--- src/rtl/ahfp_pkg.sv ---
// Shared types and constants for the AHFP adder subsystem.
package ahfp_pkg;

  localparam int FP_W     = 32;
  localparam int DEF_NREQ = 4;
  localparam int DEF_IDW  = (DEF_NREQ > 1) ? $clog2(DEF_NREQ) : 1;

  // IEEE-754 single precision layout.
  typedef struct packed {
    logic        sign;
    logic [7:0]  exp;
    logic [22:0] mant;
  } fp32_t;

  typedef logic [DEF_IDW-1:0] req_id_t;

  // Requester ID width; never narrower than one bit.
  function automatic int id_width(int n);
    return (n > 1) ? $clog2(n) : 1;
  endfunction

endpackage

--- src/rtl/ahfp_add_sched_if.sv ---
// Requester, shared-adder and result buses of the add scheduler.
// Handshake: each requester holds req[i] and its operands stable until it
// sees grant[i]=1; the pair is captured at the end of that cycle. A result
// transfers on any edge where result_valid and result_ready are both high;
// while result_valid is high and result_ready low the result is held.
interface ahfp_add_sched_if import ahfp_pkg::*; #(
  parameter int NREQ = DEF_NREQ,
  parameter int IDW  = id_width(NREQ)
) ();

  logic [NREQ-1:0]      req;
  logic [FP_W*NREQ-1:0] dataa_in;
  logic [FP_W*NREQ-1:0] datab_in;
  logic [NREQ-1:0]      grant;
  logic [FP_W-1:0]      add_dataa;
  logic [FP_W-1:0]      add_datab;
  logic [FP_W-1:0]      add_result;
  logic [FP_W-1:0]      result;
  logic [IDW-1:0]       result_id;
  logic                 result_valid;
  logic                 result_ready;

  // Scheduler side.
  modport master (
    input  req, dataa_in, datab_in, add_result, result_ready,
    output grant, add_dataa, add_datab, result, result_id, result_valid
  );

  // Requesters, adder and result consumer side.
  modport slave (
    output req, dataa_in, datab_in, add_result, result_ready,
    input  grant, add_dataa, add_datab, result, result_id, result_valid
  );

endinterface

--- src/rtl/ahfp_rr_arb.sv ---
// Combinational round-robin arbiter: searches upward from ptr+1, wrapping,
// and returns a one-hot grant plus the winner index.
module ahfp_rr_arb import ahfp_pkg::*; #(
  parameter int NREQ = DEF_NREQ,
  parameter int IDW  = id_width(NREQ)
) (
  input  logic [NREQ-1:0] req_i,
  input  logic [IDW-1:0]  ptr_i,
  input  logic            enable_i,
  output logic [NREQ-1:0] grant_o,
  output logic [IDW-1:0]  win_o
);

  logic [IDW-1:0] cand;
  logic           found;

  // Walk NREQ candidates starting just after the last winner.
  always_comb begin
    grant_o = '0;
    win_o   = '0;
    found   = 1'b0;
    cand    = ptr_i;
    for (int k = 0; k < NREQ; k++) begin
      if (cand == IDW'(NREQ - 1)) cand = '0;
      else                        cand = cand + IDW'(1);
      if (enable_i && !found && req_i[cand]) begin
        found         = 1'b1;
        grant_o[cand] = 1'b1;
        win_o         = cand;
      end
    end
  end

endmodule

--- src/rtl/ahfp_add_sched.sv ---
// Round-robin scheduler sharing one combinational ahfp_add among NREQ
// requesters: operand stage feeds the adder, result stage holds the sum
// tagged with its requester ID under valid/ready backpressure.
module ahfp_add_sched import ahfp_pkg::*; #(
  parameter int NREQ = DEF_NREQ,
  parameter int IDW  = id_width(NREQ)
) (
  input  logic               clk,
  input  logic               reset_n,
  ahfp_add_sched_if.master   bus,
  output logic [IDW-1:0]     dbg_ptr_o,
  output logic               dbg_op_valid_o
);

  logic [IDW-1:0]  ptr_q, ptr_d;
  logic            op_valid_q, op_valid_d;
  logic [IDW-1:0]  op_id_q, op_id_d;
  fp32_t           op_a_q, op_a_d;
  fp32_t           op_b_q, op_b_d;
  logic [FP_W-1:0] res_q, res_d;
  logic [IDW-1:0]  res_id_q, res_id_d;
  logic            res_valid_q, res_valid_d;

  logic            stall;
  logic            arb_en;
  logic [NREQ-1:0] grant;
  logic [IDW-1:0]  win;
  fp32_t           win_a, win_b;

  // A held result freezes the whole pipe; no grant while stalled or in reset.
  assign stall  = res_valid_q && !bus.result_ready;
  assign arb_en = reset_n && !stall;

  ahfp_rr_arb #(.NREQ(NREQ), .IDW(IDW)) u_arb (
    .req_i    (bus.req),
    .ptr_i    (ptr_q),
    .enable_i (arb_en),
    .grant_o  (grant),
    .win_o    (win)
  );

  // Select the winner's operand pair with the one-hot grant.
  always_comb begin
    win_a = '0;
    win_b = '0;
    for (int i = 0; i < NREQ; i++) begin
      if (grant[i]) begin
        win_a = bus.dataa_in[FP_W*i +: FP_W];
        win_b = bus.datab_in[FP_W*i +: FP_W];
      end
    end
  end

  // Next state: both stages advance together unless stalled.
  always_comb begin
    ptr_d       = ptr_q;
    op_valid_d  = op_valid_q;
    op_id_d     = op_id_q;
    op_a_d      = op_a_q;
    op_b_d      = op_b_q;
    res_d       = res_q;
    res_id_d    = res_id_q;
    res_valid_d = res_valid_q;
    if (!stall) begin
      op_valid_d = |grant;
      if (|grant) begin
        op_a_d  = win_a;
        op_b_d  = win_b;
        op_id_d = win;
        ptr_d   = win;
      end
      res_valid_d = op_valid_q;
      if (op_valid_q) begin
        res_d    = bus.add_result;
        res_id_d = op_id_q;
      end
    end
  end

  // State registers; reset drops anything in flight.
  always_ff @(posedge clk) begin
    if (!reset_n) begin
      ptr_q       <= IDW'(NREQ - 1);
      op_valid_q  <= 1'b0;
      op_id_q     <= '0;
      op_a_q      <= '0;
      op_b_q      <= '0;
      res_q       <= '0;
      res_id_q    <= '0;
      res_valid_q <= 1'b0;
    end else begin
      ptr_q       <= ptr_d;
      op_valid_q  <= op_valid_d;
      op_id_q     <= op_id_d;
      op_a_q      <= op_a_d;
      op_b_q      <= op_b_d;
      res_q       <= res_d;
      res_id_q    <= res_id_d;
      res_valid_q <= res_valid_d;
    end
  end

  assign bus.grant        = grant;
  assign bus.add_dataa    = op_a_q;
  assign bus.add_datab    = op_b_q;
  assign bus.result       = res_q;
  assign bus.result_id    = res_id_q;
  assign bus.result_valid = res_valid_q;
  assign dbg_ptr_o        = ptr_q;
  assign dbg_op_valid_o   = op_valid_q;

endmodule

--- src/flat_wrapper.sv ---
// flat-port wrapper written by rule: the top's interface ports become plain ports
module ahfp_add_sched_flat import ahfp_pkg::*;
#(
  parameter int NREQ = DEF_NREQ,
  parameter int IDW  = id_width(NREQ)
)
  (clk, reset_n, dbg_ptr_o, dbg_op_valid_o, bus_req, bus_dataa_in, bus_datab_in, bus_add_result, bus_result_ready, bus_grant, bus_add_dataa, bus_add_datab, bus_result, bus_result_id, bus_result_valid);
  ahfp_add_sched_if #(.NREQ(NREQ), .IDW(IDW)) bus_i ();
  input  logic clk;
  input  logic reset_n;
  output logic [IDW-1:0] dbg_ptr_o;
  output logic dbg_op_valid_o;
  input wire logic [$bits(bus_i.req)-1:0] bus_req;
  input wire logic [$bits(bus_i.dataa_in)-1:0] bus_dataa_in;
  input wire logic [$bits(bus_i.datab_in)-1:0] bus_datab_in;
  input wire logic [$bits(bus_i.add_result)-1:0] bus_add_result;
  input wire logic [$bits(bus_i.result_ready)-1:0] bus_result_ready;
  output wire logic [$bits(bus_i.grant)-1:0] bus_grant;
  output wire logic [$bits(bus_i.add_dataa)-1:0] bus_add_dataa;
  output wire logic [$bits(bus_i.add_datab)-1:0] bus_add_datab;
  output wire logic [$bits(bus_i.result)-1:0] bus_result;
  output wire logic [$bits(bus_i.result_id)-1:0] bus_result_id;
  output wire logic [$bits(bus_i.result_valid)-1:0] bus_result_valid;
  assign bus_i.req = bus_req;
  assign bus_i.dataa_in = bus_dataa_in;
  assign bus_i.datab_in = bus_datab_in;
  assign bus_i.add_result = bus_add_result;
  assign bus_i.result_ready = bus_result_ready;
  assign bus_grant = bus_i.grant;
  assign bus_add_dataa = bus_i.add_dataa;
  assign bus_add_datab = bus_i.add_datab;
  assign bus_result = bus_i.result;
  assign bus_result_id = bus_i.result_id;
  assign bus_result_valid = bus_i.result_valid;
  ahfp_add_sched #(.NREQ(NREQ), .IDW(IDW)) u_core (.clk(clk), .reset_n(reset_n), .bus(bus_i), .dbg_ptr_o(dbg_ptr_o), .dbg_op_valid_o(dbg_op_valid_o));
endmodule
--- config.mk ---
export PLATFORM = sky130hd
export DESIGN_NAME = ahfp_add_sched_flat
export DESIGN_NICKNAME = d
export VERILOG_FILES = /design/src/rtl/ahfp_pkg.sv /design/src/rtl/ahfp_add_sched_if.sv /design/src/rtl/ahfp_rr_arb.sv /design/src/rtl/ahfp_add_sched.sv /design/src/flat_wrapper.sv
export SDC_FILE = /design/constraint.sdc
export NUM_CORES = 1
export LEC_CHECK = 0
export ABC_AREA = 1
export CORE_AREA = 2 2 158 160
export CTS_BUF_LIST = sky130_fd_sc_hd__clkbuf_16
export DETAILED_ROUTE_END_ITERATION = 8
export DIE_AREA = 0 0 160 162
export PLACE_DENSITY = 0.73
export SLEW_MARGIN = 20
export SYNTH_ARGS = -nofsm -noshare
export SYNTH_HDL_FRONTEND = slang
export SYNTH_SLANG_ARGS = --single-unit
--- constraint.sdc ---
create_clock -name clk -period 2.8 [get_ports clk]
set_input_delay 0.56 -clock clk [delete_from_list [all_inputs] [get_ports clk]]
set_output_delay 0.56 -clock clk [all_outputs]
set_load 0.01 [all_outputs]
==> qor.csv, run 1 <==
stage,metric,value,unit
yosys,Gate Count Post-Synth,1173,
drt,vias,8775,
timing,final period utilization,96.0,%
cts,Worst-Skew Late Latency,360,ps
cts,Clock Sinks,104,
yosys,Main synth FF type,dfxtp_1,
timing,RSZ-0062 raised after global routing,true,
critical_path,Worst Path Arrival,2130,ps
global_route,Total GRT Usage,20.9,%
placed_design,# port buffers,400,
floorplan,Ports,401,
critical_path,CP cell instances,"clkdlybuf4s50_1, nand2_1, nand3_1, nand2_2, nand2_2, nor2_4, nand3_1, nand3_4, clkdlybuf4s15_2",
floorplan,core region area,0.0241,mm^2
yosys,Synth Register Bits,104,
critical_path,Crit Path Max Fanout,6,
yosys,Post-synth EDFFs,0,
floorplan,DIE WIDTH,160,um
drt,drt wl/cell,16.1,um
yosys,post-synth top area share,30.1,%
floorplan,Die ar.,0.0259,mm^2
placed_design,placed wire-length estimate,20600,um
cts,total CTS buffers,9,
timing,setup TNS,0,ps
drt,vias per std cell,4.64,
critical_path,crit path kind,in -> out,
placed_design,Area after DPL,0.0113,mm^2
timing,setup ws final,111,ps
placed_design,routability cong.,0.897,
timing,Final Hold Viols,0,
yosys,ranking of synthesized cells by area,"dfxtp_1, nand2_1, a21oi_1",
final_layout,# nets final,1864,
yosys,Synth Area per Inst,5.90,um^2
cts,clock root cell,clkbuf_16,
floorplan,Die Y,162,um
hold_path,Worst Hold Class,reg -> reg,
global_route,GRT overflow,0,
drt,DRC errors left,0,
drt,drt initial violations,582,
critical_path,CP max-delay cell,clkdlybuf4s50_1,
timing,Max Clk Rate,372,MHz
final_layout,fin area,0.0121,mm^2
timing,Final Max Slew Viols,0,
critical_path,CP endpoint kind,output pin,
placed_design,dpl ws,-450,ps
yosys,"Seq/Total Area, Yosys",30.1,%
job,max-cap violations,0,
global_route,initial antenna violation count,3,
placed_design,# placed instances,1856,
global_route,largest net degree at the start of global routing,79,
cts,CTS tree,built,
timing,final clock skew,10.7,ps
cts,CTS Hold Bufs,0,
yosys,"Distinct cells, synth",27,
cts,CTS HTree Levels,3,
global_route,vias in the first global route,8217,
final_layout,area grow syn2layout,74.8,%
drt,Routed Antenna Nets,0,
timing,# setup viols final,0,
final_layout,final core utilization,50.2,%
final_layout,"Cell Count, Final, Fillers Out",1893,
power,power per cell area,1060,mW/mm^2
cts,clock buffer depth,2,
floorplan,initial core utilization,28.7,%
timing,Slew headroom,36.6,%
cts,"CTS clk-pin slew, worst paths",80,ps
run_status,status,"finished, final reports clean",
timing,crit path time final,2690,ps
critical_path,crit path launch type,input pin,
yosys,Synthesized Nets,1475,
yosys,count of warnings emitted by yosys,0,
drt,final wirelength,30400,um
critical_path,CP max stage delay,460,ps
yosys,ys async rst share,0,%
timing,Tightest Pin Transition,945,ps
critical_path,Worst EP required,2240,ps
yosys,"area leader, netlist",dfxtp_1,
floorplan,row cnt,57,
power,worst vdd rail ir drop,493,uV
power,leakage power,5.64,nW
drt,TritonRoute pass-1 iters,7,
global_route,first-pass GRT wire length,43600,um
yosys,mapped cell area,0.00692,mm^2
final_layout,share of layout cells above drive strength 1,8.55,%
[per-stage QoR]
| stage | power, mW | hold WS [ps] |
|---|---|---|
| after floorplan | 7.44 | 456 |
| after global placement | 10.4 | 468 |
| after detailed placement | 10.5 | 473 |
| after CTS | 11.8 | 484 |
| after global routing | 14.0 | 496 |
| final | 12.8 | 480 |
[power by group]
| part | leakage, nW | switching [mW] | internal, mW | total [mW] |
|---|---|---|---|---|
| Combinational | 4.64 | 5.18 | 4.14 | 9.32 |
| Clock | 0.144 | 0.653 | 0.626 | 1.28 |
| Sequential | 0.857 | 0.232 | 1.96 | 2.19 |
| Total | 5.64 | 6.07 | 6.73 | 12.8 |
[synthesized netlist by cell type (all sizes together) (2+ instances only)]
master    n
a21oi   196
buf      54
clkbuf   26
clkinv    2
dfxtp   104
ha        7
inv     146
nand2   425
nand3    91
nor2     80
o211ai    2
o21ai    36
[metal layers]
| layer | track usage, % | up-vias | routed length (um) |
|---|---|---|---|
| met3 | 4.85 | 60 | 2220 |
| met5 | 0 | - | 11 |
| li1 | - | 4433 | - |
| met4 | 7.94 | 2 | 983 |
| met2 | 37.4 | 356 | 14900 |
| met1 | 24.5 | 3924 | 12300 |
[flip-flops by register name, indices dropped and copies added, names as in the netlist]
name and cells:
u_core.bus.add_dataa 32, u_core.bus.add_datab 32, u_core.bus.result 32, u_core.bus.result_id 2, u_core.bus.result_valid 1, u_core.dbg_op_valid_o 1
u_core.dbg_ptr_o 2, u_core.op_id_q 2
[final cells by class]
cell class                      count  area (um^2)
Antenna cell                        2         5.00
Clock buffer                        9          225
Clock inverter                      7         65.1
Fill cell                        2417        12000
Inverter                          148          563
Multi-Input combinational cell    841         3920
Sequential cell                   104         2080
Tap cell                          324          405
Timing Repair Buffer              458         4840
[worst max-delay path: cells and delay by family]
family	cells	cell delay (ps)
AND/OR/NAND/NOR	7	870
buffers and inverters	2	700
[cell usage in the layout, fill, tap and decap left out, types with 2 or more instances in the layout]
| cell | Yosys | routed |
|---|---|---|
| nand2_1 | 419 | 416 |
| clkdlybuf4s50_1 | 0 | 395 |
| a21oi_1 | 176 | 175 |
| inv_1 | 142 | 141 |
| dfxtp_1 | 104 | 103 |
| nand3_1 | 86 | 83 |
| nor2_1 | 74 | 71 |
| o21ai_0 | 35 | 35 |
| buf_4 | 11 | 33 |
| a21oi_2 | 20 | 21 |
| clkbuf_16 | 0 | 19 |
| buf_12 | 0 | 9 |
| nand2_2 | 5 | 8 |
| nor2_4 | 2 | 8 |
| nand3_2 | 5 | 5 |
| ha_1 | 7 | 5 |
| buf_16 | 0 | 5 |
| inv_2 | 3 | 3 |
| nand3_4 | 0 | 3 |
| clkinv_1 | 2 | 3 |
| diode_2 | 0 | 2 |
| inv_6 | 1 | 2 |
| o211ai_1 | 2 | 2 |
| ha_4 | 0 | 2 |
| inv_8 | 0 | 2 |
| buf_6 | 14 | 2 |
[final timing paths]
path	cells after the start	from	slack, ps	end
hold / removal	2	u_core.bus.add_dataa[26]	480	u_core.bus.add_dataa[26]
setup reg to reg	18	u_core.dbg_ptr_o[0]	160	u_core.bus.add_dataa[21]
hold reg to reg	2	u_core.bus.add_dataa[26]	480	u_core.bus.add_dataa[26]
setup / recovery	9	bus_req[0]	110	bus_grant[2]
[logic make-up (layout without fill, tap and decap cells)]
family                     Yosys count  count (layout)  synth area share, %
buffers and inverters              228             622                 15.1
and+or+nand+nor                    599             599                 35.4
DFF                                104             104                 30.1
adders and majority gates            7               7                 1.26
other                                0               2                    0
AOI/OAI and AO/OA                  235             235                 18.2
[timing repair]
item	in CTS	in global routing
setup buffers	2	7
gates resized for setup	17	35
endpoints found under the setup margin	73	73
pin swaps	1	7
gates cloned	0	10
(Power assumes the default switching activity.)
==> inputs of run 2 (changes only) <==
TNS_END_PERCENT = 100   (was not set)
==> results of run 2 <==
Final layout, timing and power as in run 1 (identical DEF).
==> inputs of run 3 (changes only) <==
GPL_TIMING_DRIVEN = 0   (was not set)
==> run 3 against run 2 <==
The run now ends with setup timing left. Power rose by 2.6%. Worst hold slack improved by 2.3 ps. Combinational power increased by 2.4%. Sequential power hardly changed. Utilization grew 1.3 points. Global-route usage up 2.5 points. Fmax shrank 5.9%. Critical path type is now reg -> out. Largest power group unchanged.
==> qor.csv, run 3 (synthesis gave the netlist of run 1 again) <==
stage,metric,value,unit
global_route,Total GRT Usage,23.4,%
timing,setup ws final,-58.6,ps
placed_design,placed wire-length estimate,24200,um
final_layout,# nets final,1914,
drt,TritonRoute pass-1 iters,6,
global_route,GRT overflow,0,
critical_path,CP max-delay cell,dfxtp_4,
drt,vias per std cell,4.65,
cts,clock root cell,clkbuf_16,
drt,drt wl/cell,16.5,um
cts,CTS tree,built,
floorplan,core region area,0.0241,mm^2
timing,RSZ-0062 raised after global routing,true,
power,Total Power,13.1,mW
timing,# setup viols final,4,
global_route,vias in the first global route,8652,
critical_path,CP max stage delay,380,ps
final_layout,final core utilization,51.5,%
floorplan,Ports,401,
run_status,status,"complete, but fails checks",
run_status,failing checks,setup timing,
placed_design,routability cong.,0.922,
timing,setup TNS,-160,ps
timing,Max Clk Rate,350,MHz
critical_path,worst r2r src,u_core.dbg_ptr_o[0],
drt,Routed Antenna Nets,0,
power,worst vdd rail ir drop,409,uV
critical_path,CP Capture Point,bus_grant[2],
critical_path,Worst Path Arrival,2300,ps
floorplan,DIE WIDTH,160,um
power,power per cell area,1060,mW/mm^2
floorplan,initial core utilization,28.7,%
global_route,initial antenna violation count,2,
global_route,first-pass GRT wire length,47300,um
timing,Final Max Slew Viols,0,
final_layout,most frequent cells in the layout,"nand2_1, clkdlybuf4s50_1, a21oi_1, inv_1, dfxtp_1",
timing,crit path time final,2860,ps
timing,Final Hold Viols,0,
critical_path,crit path kind,reg -> out,
cts,Clock Sinks,104,
drt,DRC errors left,0,
timing,Final Hold Slack,482,ps
cts,"CTS clk-pin slew, worst paths",80,ps
critical_path,Worst EP required,2240,ps
critical_path,FF-to-FF path depth,19,
timing,Slew headroom,54.0,%
global_route,largest net degree at the start of global routing,20,
critical_path,critical path launch point,u_core.dbg_ptr_o[0],
critical_path,most common cell type on the critical path,buf_8,
timing,final period utilization,102,%
floorplan,row cnt,57,
cts,Worst-Skew Late Latency,360,ps
final_layout,share of layout cells above drive strength 1,11.8,%
floorplan,Die ar.,0.0259,mm^2
job,max-cap violations,0,
final_layout,"Cell Count, Final, Fillers Out",1943,
final_layout,"commonest non-fill, non-tap cell in the layout",nand2_1,
cts,total CTS buffers,9,
critical_path,CP cell instances,"buf_8, inv_12, ha_4, inv_8, nand3_4, nand2_4, nand2_4, nor2_4, buf_6, nand3_2, nand3_2, buf_8, buf_8, buf_6",
critical_path,Crit Path Max Fanout,6,
placed_design,Area after DPL,0.0113,mm^2
critical_path,crit path launch type,flop,
final_layout,fin area,0.0124,mm^2
critical_path,CP endpoint kind,output pin,
floorplan,Die Y,162,um
drt,vias,9037,
timing,Tightest Pin Transition,690,ps
timing,final clock skew,10.3,ps
placed_design,# port buffers,400,
placed_design,dpl ws,-995,ps
final_layout,Fillers,2381,
drt,drt initial violations,607,
drt,final wirelength,32000,um
power,leakage power,5.80,nW
hold_path,Worst Hold Class,reg -> reg,
critical_path,RR Endpoint,u_core.bus.add_dataa[17],
hold_path,Hold Crit Depth,2,
cts,clock buffer depth,2,
cts,CTS HTree Levels,3,
final_layout,area grow syn2layout,79.1,%
placed_design,# placed instances,1897,
critical_path,flop2flop setup slack,110,ps
## run 3: how the worst min path moves through the flow
| stage | startpoint | end |
|---|---|---|
| global placement | u_core.bus.add_datab[16] | u_core.bus.add_datab[16] |
| finish | u_core.bus.add_datab[13] | u_core.bus.add_datab[13] |
| CTS | u_core.bus.add_datab[31] | u_core.bus.add_datab[31] |
| global route | u_core.bus.add_datab[17] | u_core.bus.add_datab[17] |
| floorplan | u_core.op_id_q[0] | u_core.bus.result_id[0] |
| detailed placement | u_core.bus.add_datab[31] | u_core.bus.add_datab[31] |
## run 3: layer usage
layer / vias up / wire length, um / GRT usage (%)
met5: - / 0 / 0
met4: 0 / 1320 / 9.83
met3: 72 / 2090 / 4.55
met2: 363 / 15800 / 43.2
met1: 4063 / 12700 / 26.5
li1: 4539 / - / -
## run 3: final cells by class
type | instances | area, um^2 | area share [%]
well taps | 324 | 405 | 3.27
plain buffers | 80 | 679 | 5.48
clock buffers | 9 | 225 | 1.82
multi-input cells | 841 | 4070 | 32.8
diodes | 2 | 5.00 | 0.0403
flip-flops and latches | 104 | 2090 | 16.8
clock inverters | 7 | 87.6 | 0.706
repair buffers | 428 | 4270 | 34.4
inverters | 148 | 578 | 4.66
## run 3: where the power goes
part	switching, mW	internal (mW)
registers	0.242	1.97
clock network	0.666	0.717
logic	5.34	4.19
total	6.25	6.88
## run 3: worst max-delay path: cells and delay by family (launching register included)
kind          cells  cell delay, ps
fa+ha+maj         1             290
simple gates      6             570
buf+inv           7             680
flops             1             380
## run 3: what timing repair did
action	4_1_cts	5_1_grt
setup endpoints to repair	73	73
hold buffers	0	0
pin swaps	16	13
setup buffers	21	5
resized for setup	91	86
gates cloned	0	2
